$ cat src/rtl/sa_pkg.sv
// Shared constants, collector state encoding and the partial-sum extension helper.
package sa_pkg;

  localparam int ACT_W  = 4;
  // A 4b x 4b product is 8 bits; summing 16 PE rows adds 4 bits of growth.
  localparam int PSUM_W = 2 * ACT_W + 4;

  typedef enum logic [1:0] {
    IDLE,
    RUN,
    DRAIN
  } collector_state_t;

  function automatic logic [31:0] extend_psum(input logic [31:0] v, input int w, input logic sgn);
    logic [31:0] mask;
    logic        msb;
    mask = (32'd1 << w) - 32'd1;
    msb  = |(v & (32'd1 << (w - 1)));
    extend_psum = (sgn && msb) ? (v | ~mask) : (v & mask);
  endfunction

endpackage

$ cat src/rtl/sa_sync_fifo.sv
// Registered synchronous FIFO; a push into a full FIFO succeeds only when a pop happens in the same cycle.
module sa_sync_fifo #(
  parameter int WIDTH = 8,
  parameter int DEPTH = 4
) (
  input  logic             clk,
  input  logic             reset,
  input  logic             push_i,
  input  logic [WIDTH-1:0] push_data_i,
  input  logic             pop_i,
  output logic [WIDTH-1:0] pop_data_o,
  output logic             full_o,
  output logic             empty_o
);

  localparam int AW = (DEPTH > 1) ? $clog2(DEPTH) : 1;
  localparam int CW = $clog2(DEPTH + 1);

  logic [WIDTH-1:0] mem_q [DEPTH];
  logic [AW-1:0]    wr_q, rd_q;
  logic [CW-1:0]    cnt_q;
  logic             do_push, do_pop;

  assign full_o     = (cnt_q == CW'(DEPTH));
  assign empty_o    = (cnt_q == '0);
  assign do_pop     = pop_i && !empty_o;
  assign do_push    = push_i && (!full_o || do_pop);
  assign pop_data_o = mem_q[rd_q];

  always_ff @(posedge clk) begin
    if (reset) begin
      wr_q  <= '0;
      rd_q  <= '0;
      cnt_q <= '0;
    end else begin
      if (do_push) wr_q <= (wr_q == AW'(DEPTH - 1)) ? '0 : wr_q + AW'(1);
      if (do_pop)  rd_q <= (rd_q == AW'(DEPTH - 1)) ? '0 : rd_q + AW'(1);
      case ({do_push, do_pop})
        2'b10:   cnt_q <= cnt_q + CW'(1);
        2'b01:   cnt_q <= cnt_q - CW'(1);
        default: cnt_q <= cnt_q;
      endcase
    end
  end

  always_ff @(posedge clk) begin
    if (do_push) mem_q[wr_q] <= push_data_i;
  end

endmodule

$ cat src/rtl/sa_psum_collector.sv
// Deskews PE-array column outputs, accumulates rows across K-tiles and queues final rows for writeback.
module sa_psum_collector
  import sa_pkg::*;
#(
  parameter int COLS       = 4,
  parameter int PSUM_W     = sa_pkg::PSUM_W,
  parameter int ACC_W      = 16,
  parameter int DEPTH      = 8,
  parameter int FIFO_DEPTH = 4
) (
  input  logic                   clk,
  input  logic                   reset,
  input  logic [COLS*PSUM_W-1:0] col_psum,
  input  logic                   col0_valid,
  input  logic                   is_signed,
  input  logic                   tile_start,
  input  logic                   tile_first,
  input  logic                   tile_last,
  input  logic                   tile_end,
  output logic [COLS*ACC_W-1:0]  out_data,
  output logic                   out_valid,
  input  logic                   out_ready,
  output logic                   busy,
  output logic                   tile_done,
  output logic                   overflow_err,
  output logic                   protocol_err,
  output collector_state_t       dbg_state
);

  localparam int RW = $clog2(DEPTH) + 1;
  localparam int DW = $clog2(COLS + 1);

  collector_state_t state_q, state_d;
  logic [DW-1:0]    drain_q, drain_d;
  logic             done_q, done_d;
  logic             start_ok, in_valid, aligned_valid, row_ok;
  logic             sgn_q, first_q, last_q, ovf_q, prot_q;
  logic [RW-1:0]    row_q;
  logic [RW-2:0]    row_idx;
  logic [COLS-1:1]  vld_q;

  logic [COLS-1:0][PSUM_W-1:0] aligned;
  logic [COLS-1:0][ACC_W-1:0]  sum, buf_rd;
  logic [COLS*ACC_W-1:0]       buf_q [DEPTH];
  logic [COLS*ACC_W-1:0]       acc_q, fifo_dout;
  logic                        acc_vld_q, fifo_full, fifo_empty, fifo_drop;
  logic [31:0]                 ext;

  assign start_ok = tile_start && (state_q == IDLE);
  assign in_valid = col0_valid && ((state_q == RUN) || (state_q == DRAIN));

  always_ff @(posedge clk) begin
    if (reset) begin
      state_q <= IDLE;
      drain_q <= '0;
      done_q  <= 1'b0;
    end else begin
      state_q <= state_d;
      drain_q <= drain_d;
      done_q  <= done_d;
    end
  end

  // DRAIN holds for COLS+1 cycles so the last row clears deskew and accumulate.
  always_comb begin
    state_d = state_q;
    drain_d = drain_q;
    done_d  = 1'b0;
    case (state_q)
      IDLE:    if (tile_start) state_d = RUN;
      RUN: begin
        if (tile_end) begin
          state_d = DRAIN;
          drain_d = '0;
        end
      end
      DRAIN: begin
        if (drain_q == DW'(COLS)) begin
          state_d = IDLE;
          done_d  = 1'b1;
        end else begin
          drain_d = drain_q + DW'(1);
        end
      end
      default: state_d = IDLE;
    endcase
  end

  always_ff @(posedge clk) begin
    if (reset) vld_q <= '0;
    else begin
      vld_q[1] <= in_valid;
      for (int k = 2; k < COLS; k++) vld_q[k] <= vld_q[k-1];
    end
  end
  assign aligned_valid = vld_q[COLS-1];

  for (genvar j = 0; j < COLS; j++) begin : g_deskew
    localparam int D = COLS - 1 - j;
    if (D == 0) begin : g_pass
      assign aligned[j] = col_psum[j*PSUM_W +: PSUM_W];
    end else begin : g_dly
      logic [PSUM_W-1:0] pipe_q [1:D];
      always_ff @(posedge clk) begin
        pipe_q[1] <= col_psum[j*PSUM_W +: PSUM_W];
        for (int k = 2; k <= D; k++) pipe_q[k] <= pipe_q[k-1];
      end
      assign aligned[j] = pipe_q[D];
    end
  end

  assign row_ok  = (row_q < RW'(DEPTH));
  assign row_idx = row_q[RW-2:0];
  assign buf_rd  = buf_q[row_idx];

  always_comb begin
    ext = '0;
    sum = '0;
    for (int j = 0; j < COLS; j++) begin
      ext    = extend_psum(32'(aligned[j]), PSUM_W, sgn_q);
      sum[j] = ACC_W'(ext) + (first_q ? '0 : buf_rd[j]);
    end
  end

  always_ff @(posedge clk) begin
    if (reset) begin
      sgn_q     <= 1'b0;
      first_q   <= 1'b0;
      last_q    <= 1'b0;
      row_q     <= '0;
      acc_vld_q <= 1'b0;
      ovf_q     <= 1'b0;
      prot_q    <= 1'b0;
    end else begin
      acc_vld_q <= 1'b0;
      if (start_ok) begin
        sgn_q   <= is_signed;
        first_q <= tile_first;
        last_q  <= tile_last;
        row_q   <= '0;
      end else if (aligned_valid) begin
        if (row_ok) begin
          row_q <= row_q + RW'(1);
          if (last_q) begin
            acc_q     <= sum;
            acc_vld_q <= 1'b1;
          end
        end else begin
          ovf_q <= 1'b1;
        end
      end
      if (fifo_drop) ovf_q <= 1'b1;
      if (tile_start && (state_q != IDLE)) prot_q <= 1'b1;
    end
  end

  always_ff @(posedge clk) begin
    if (aligned_valid && row_ok && !last_q) buf_q[row_idx] <= sum;
  end

  // Output handshake: a row transfers on any cycle with out_valid && out_ready;
  // out_data stays stable while out_valid is high and out_ready is low.
  assign fifo_drop = acc_vld_q && fifo_full && !out_ready;

  sa_sync_fifo #(
    .WIDTH(COLS * ACC_W),
    .DEPTH(FIFO_DEPTH)
  ) u_fifo (
    .clk        (clk),
    .reset      (reset),
    .push_i     (acc_vld_q),
    .push_data_i(acc_q),
    .pop_i      (out_ready),
    .pop_data_o (fifo_dout),
    .full_o     (fifo_full),
    .empty_o    (fifo_empty)
  );

  assign out_valid    = !fifo_empty;
  assign out_data     = out_valid ? fifo_dout : '0;
  assign busy         = (state_q != IDLE);
  assign tile_done    = done_q;
  assign overflow_err = ovf_q;
  assign protocol_err = prot_q;
  assign dbg_state    = state_q;

endmodule

$ cat config.mk
export PLATFORM = sky130hd
export DESIGN_NAME = sa_psum_collector
export DESIGN_NICKNAME = d
export VERILOG_FILES = /design/src/rtl/sa_pkg.sv /design/src/rtl/sa_sync_fifo.sv /design/src/rtl/sa_psum_collector.sv
export SDC_FILE = /design/constraint.sdc
export NUM_CORES = 1
export LEC_CHECK = 0
export BUFFER_PORTS_ARGS = -buffer_cell sky130_fd_sc_hd__buf_2
export CORE_MARGIN = 2
export CORE_UTILIZATION = 50
export DETAILED_ROUTE_END_ITERATION = 10
export PLACE_DENSITY = 0.67
export SYNTH_ARGS = -nofsm -noshare
export SYNTH_HDL_FRONTEND = slang
export SYNTH_SLANG_ARGS = --single-unit
export TNS_END_PERCENT = 10
$ cat constraint.sdc
create_clock -name clk -period 15 [get_ports clk]
set_clock_uncertainty 0.2 [all_clocks]
set_input_delay 0 -clock clk [delete_from_list [all_inputs] [get_ports clk]]
set_output_delay 0 -clock clk [all_outputs]
set_load 0.05 [all_outputs]
==> flow_summary.toml, run 1 <==
[status]
outcome = "complete, no violations"

[place]
portBuffers = 127
gp_congestion = 0.827
dp.final_hpwl_um = 43400

[worst_setup_path]
worst_setup_path_start_kind = "flip-flop"
critPathRequiredTime_ns = 15.07
arrival_ns = 5.57
crit_family = "simple AND/OR/NAND/NOR gates"
cp_max_fo = 86
path_buf_inv = 2
path_class = "reg -> reg"
end_kind = "flip-flop"
crit_slowest_cell = "nor4_1"
path_cells = "buf_12 -> mux4_2 -> mux2i_1 -> nor2_1 -> ha_1 -> inv_1 -> fa_1 -> nor2b_1 -> o21a_1 -> o21ai_1 -> a211oi_1 -> nor4_1 -> nor4_1"
slowest_delay_ns = 0.98
crit_top_cell = "nor4_1"

[die]
io_pins = 128
die_y_um = 274
die_w_um = 274
die-area_mm2 = 0.0752
rows = 99
start_util_pct = 50.3
coreArea_mm2 = 0.0726

[power_and_ir_drop]
p_int_mw = 4.63
seqPwrFrac_pct = 50.8
swShare_pct = 22.4
pwr-share-comb_pct = 8.7
p_switching_mw = 1.34
vdd_drop_max_uv = 90.6
finalPower_mw = 5.97
power_leakage_nw = 14.2
powerDensity_mw_per_mm2 = 140
clock_power_share_pct = 40.4

[clock_tree]
tritoncts = "yes"
postCtsSetupBuffers = 0
cts_buffers = 96
cts_resized = 0
cts_max_level = 3
clk_latency_ns = 0.64
root_buffer = "clkbuf_16"
clk_pin_slew_ns = 0.07
cts_hold_buf = 104
clockBufferDepth = 3
cts.sinks = 935

[yosys]
synth_cell_types = 60
ys_dominant_reg_cell = "edfxtp_1"
yosysWarnings = 0
synth_edf_count = 832
yosysSeqAreaShare_pct = 74.1
synth_fp_nets = 2030
synth_area_mm2 = 0.0365
ys_seq_elements = 935
synthArstFlopShare_pct = 0
netlist_instances = 1895
synth.top_cell.area_share_pct = 68.4
synth.area.top_cells = "edfxtp_1 68%, mux4_2 12%, dfxtp_1 5.6%"
avgSynthCellArea_um2 = 19.3
synth_top_area_cell = "edfxtp_1"

[global_route]
antenna_found_initial = 1
grt_max_degree = 87
met2_usage_pct = 33.1
grt-ovfl-total = 0
grt_util_all_layers_pct = 20.2
first_global_vias = 18700
grt_pass1_wl_um = 113000
use_met1_pct = 28.4
busiest_layer = "met2"
grt_use_met3_pct = 3.19

[drt]
first_pass_iters = 5
remaining_drc_errors = 0
vias = 18300
drt-total-wl_um = 74800
ant_nets = 0
drtIter0Drc = 1585
vias_per_cell = 5.67
wl_per_cell_um = 23.2

[timing]
finalSetupViolCount = 0
worst_hold_slack_ns = 0.0522
fin_crit_ns = 5.50
worst_slew_pin_slew_ns = 1.20
layout_worst_path_cycle_share_pct = 36.7
rsz0062_at_grt = "no"
hold_viol = 0
timing.fmax_mhz = 182
tns_ns = 0
maxSlewViolCount = 0
relSlewSlack_pct = 19.4

[flow_run]
max-cap-violations = 0

[layout]
area_growth_pct = 16.8
fillers = 5319
layout.nets = 2320
drive_gt1_share_pct = 23.2

[worst_hold_path]
hp-class = "in -> reg"
==> registers in the layout, summed over array words and instances (netlist names), 2 cells and up, named ones only <==
| signal | flops |
|---|---|
| dbg_state | 2 |
| buf_q | 512 |
| u_fifo.cnt_q | 3 |
| g_deskew.g_dly.pipe_q | 72 |
| u_fifo.wr_q | 2 |
| vld_q | 3 |
| row_q | 4 |
| drain_q | 3 |
| u_fifo.mem_q | 256 |
| u_fifo.rd_q | 2 |
| acc_q | 64 |
==> path summary, 6_finish.rpt <==
| check | slack [ns] | endpoint | startpoint | cells after the start |
|---|---|---|---|---|
| min | 0.05 | buf_q[4][54]$_DFFE_PP_ | col_psum[42] | 3 |
| max reg2reg | 9.50 | buf_q[2][60]$_DFFE_PP_ | flip-flop | 13 |
| max | 9.50 | buf_q[2][60]$_DFFE_PP_ | flip-flop | 13 |
| min reg2reg | 0.12 | g_deskew[0].g_dly.pipe_q[0][46]$_DFF_P_ | g_deskew[0].g_dly.pipe_q[0][34]$_DFF_P_ | 0 |
==> per-layer routing <==
| metal | up-vias | share of wire, % |
|---|---|---|
| met1 | 9565 | 43 |
| met4 | 0 | 1.8 |
| li1 | 8120 | - |
| met5 | - | 0 |
| met3 | 91 | 6.0 |
| met2 | 539 | 49 |
==> cells in the mapped netlist (all sizes together), types with 28 or more instances <==
cell type / count
nand2: 44
a21oi: 45
nor2: 115
clkbuf: 28
ha: 73
dfxtp: 103
buf: 38
mux2i: 61
edfxtp: 832
and2: 73
mux4: 192
inv: 42
o21ai: 29
xnor2: 38
==> through the flow <==
stage / instance area (um2) / cells / utilization, % / worst slack (ns)
final: 42700 / 3228 / 58.8 / 9.50
after detailed placement: 38300 / 2942 / 52.8 / 9.42
after global routing: 42600 / 3225 / 58.7 / 8.79
after global placement: 38300 / 2942 / 52.8 / 9.68
after floorplan: 36500 / 1895 / - / 7.25
after CTS: 42600 / 3225 / 58.7 / 9.39
==> worst min-delay path: stages <==
cell,delay (ns)
buf_2,0.10
ha_1,0.23
xnor2_1,0.30
==> power groups by stage <==
stage / sequential (mW) / combinational, mW / clock [mW]
final: 3.03 / 0.519 / 2.41
after global routing: 3.04 / 0.571 / 2.56
after CTS: 3.03 / 0.512 / 2.45
after detailed placement: 3.09 / 0.487 / 0
after global placement: 3.09 / 0.459 / 0
after floorplan: 3.08 / 0.343 / 0
==> cells by family after synthesis <==
| logic type | count (synthesis) | synth area share (%) |
|---|---|---|
| compound gates | 159 | 2.92 |
| xor+xnor | 58 | 1.39 |
| fa+ha+maj | 78 | 2.78 |
| buf+inv | 108 | 1.27 |
| flops | 935 | 74.1 |
| mux | 253 | 13.5 |
| simple gates | 304 | 4.07 |
==> layout make-up <==
class / count / area [um2] / area share, %
diodes: 3 / 7.51 / 0.0176
clock buffers: 127 / 2690 / 6.30
clock inverters: 52 / 569 / 1.33
inverters: 42 / 158 / 0.370
multi-input cells: 852 / 9080 / 21.3
flip-flops and latches: 935 / 27100 / 63.5
well taps: 959 / 1200 / 2.81
repair buffers: 258 / 1890 / 4.44
==> placed cells by master, fill, tap and decap left out, types with 6 or more instances in the layout <==
master,n
dlygate4sd3_1,104
mux4_2,192
nor2b_1,14
buf_2,127
o21ai_1,10
nand2_1,44
a211oi_1,10
edfxtp_1,832
buf_4,26
clkinv_2,19
nand2b_1,12
and2_1,69
nor2_1,108
nand3_1,15
clkinvlp_4,9
a21oi_1,45
nor2_4,7
nor3_1,9
clkbuf_1,20
mux2i_1,61
xnor2_1,38
o21a_1,8
clkbuf_16,101
bufinv_16,11
inv_1,42
ha_1,73
clkbuf_8,6
clkinv_1,9
o21ai_0,19
dfxtp_1,97
a21o_1,24
xor2_1,20
(Power assumes the default switching activity.)
==> run 2: changes to the inputs <==
- clock period: 15 -> 5.1 ns (I/O delays scaled with it)
==> run 2 against run 1 <==
  * Worst hold slack lost 0.013 ns
  * Highest routed layer unchanged
  * Die area did not move
  * Register-to-register slack got worse by 8.7 ns
  * Largest cell class unchanged
  * Largest power group unchanged
==> flow_summary.toml, run 2 (synthesized netlist as in run 1, its figures left out) <==
[status]
outcome = "complete, no violations"

[layout]
layout.nets = 2335
drive_gt1_share_pct = 23.3
layout_common_cells = "832 x edfxtp_1, 192 x mux4_2, 127 x buf_2"
multi_input_area_mm2 = 0.00909
final_util_pct = 59.0
fillers = 5296
largest_register_ffs = 512
seqCellArea_mm2 = 0.0271
layout.cells.most_common = "edfxtp_1"
area_growth_pct = 17.3
stdcell_count = 3238
top_regs = "buf_q (512), u_fifo.mem_q (256), g_deskew.g_dly.pipe_q (72)"
largest_register = "buf_q"

[die]
die-area_mm2 = 0.0752
die_y_um = 274
io_pins = 128
die_w_um = 274
coreArea_mm2 = 0.0726
rows = 99
start_util_pct = 50.3

[worst_setup_path]
end_kind = "flip-flop"
worst_setup_path_start_kind = "flip-flop"
path_class = "reg -> reg"
path_cells = "buf_4 -> mux4_2 -> mux2i_1 -> nor2_1 -> ha_1 -> inv_1 -> fa_1 -> nor2b_1 -> o21a_1 -> o21ai_1 -> a211oi_1 -> nor2b_1 -> o311ai_1"
crit_top_cell = "nor2b_1"
critPathRequiredTime_ns = 5.21
cp_max_fo = 15
arrival_ns = 4.38
slowest_delay_ns = 0.80
crit_slowest_cell = "o311ai_1"

[clock_tree]
root_buffer = "clkbuf_16"
cts_hold_buf = 105
clockBufferDepth = 3
tritoncts = "yes"
postCtsSetupBuffers = 0
cts_max_level = 3
cts_buffers = 94
clk_pin_slew_ns = 0.06
cts.sinks = 935
cts_resized = 0
clk_latency_ns = 0.65

[drt]
vias_per_cell = 5.66
first_pass_iters = 5
ant_nets = 0
drt-total-wl_um = 75100
remaining_drc_errors = 0
drtIter0Drc = 1768
vias = 18300
wl_per_cell_um = 23.2

[place]
dp.final_hpwl_um = 44900
portBuffers = 127
gp_congestion = 0.833
dpl.cell_count = 2958

[global_route]
grt_max_degree = 66
grt-ovfl-total = 0
grt_util_all_layers_pct = 20.2
grt_pass1_wl_um = 113000
antenna_found_initial = 0
first_global_vias = 18900

[flow_run]
max-cap-violations = 0

[power_and_ir_drop]
powerDensity_mw_per_mm2 = 411
finalPower_mw = 17.6
power_leakage_nw = 14.3
vdd_drop_max_uv = 310

[timing]
relSlewSlack_pct = 13.0
layout_worst_path_cycle_share_pct = 83.7
finalSetupViolCount = 0
rsz0062_at_grt = "no"
fin_crit_ns = 4.27
hold_viol = 0
worst_slew_pin_slew_ns = 1.30
timing.fmax_mhz = 234
maxSlewViolCount = 0

[worst_hold_path]
hp-class = "in -> reg"
-- run 2: power by group --
| part | internal (mW) | switching (mW) |
|---|---|---|
| Sequential | 8.85 | 0.0633 |
| Combinational | 0.521 | 1.05 |
| Clock | 4.31 | 2.80 |
| Total | 13.7 | 3.92 |
-- run 2: critical path: cells and delay by family, from the launching register on --
family	cells	cell delay [ns]
compound gates	4	1.38
fa+ha+maj	2	0.48
buf+inv	2	0.42
flops	1	0.45
mux	2	0.69
simple gates	3	0.32
-- run 2: worst paths after layout --
kind | cells after the start | slack, ns | end | from
worst max register to register | 13 | 0.83 | buf_q[6][62]$_DFFE_PP_ | flip-flop
worst min register to register | 0 | 0.12 | g_deskew[1].g_dly.pipe_q[2][11]$_DFF_P_ | g_deskew[1].g_dly.pipe_q[1][11]$_DFF_P_
worst min-delay path | 5 | 0.04 | buf_q[2][55]$_DFFE_PP_ | col_psum[42]
worst max-delay path | 13 | 0.83 | buf_q[6][62]$_DFFE_PP_ | flip-flop
-- run 2: routing by layer --
layer,global-route usage (%),wire (um),vias up
met5,0,0,-
met1,27.9,32500,9589
met2,33.7,37000,493
met3,2.95,4000,110
met4,6.06,1550,0
li1,-,-,8131
-- run 2: layout make-up --
class | instances | area share (%)
repair buffers | 275 | 4.89
multi-input cells | 852 | 21.2
diodes | 2 | 0.0117
flip-flops and latches | 935 | 63.2
clock inverters | 46 | 1.36
well taps | 959 | 2.80
inverters | 42 | 0.368
clock buffers | 127 | 6.19
-- run 2: metrics by stage --
| stage | setup slack [ns] | area, um2 | hold slack, ns | setup TNS [ns] |
|---|---|---|---|---|
| after detailed placement | 0.859 | 38600 | -0.0964 | 0 |
| after floorplan | -2.33 | 36500 | -0.172 | -149.41 |
| after global routing | 0.507 | 42800 | 0.0881 | 0 |
| after CTS | 0.833 | 42800 | 0.00186 | 0 |
| after global placement | 0.976 | 38600 | -0.0975 | 0 |
| final | 0.831 | 42800 | 0.0393 | 0 |
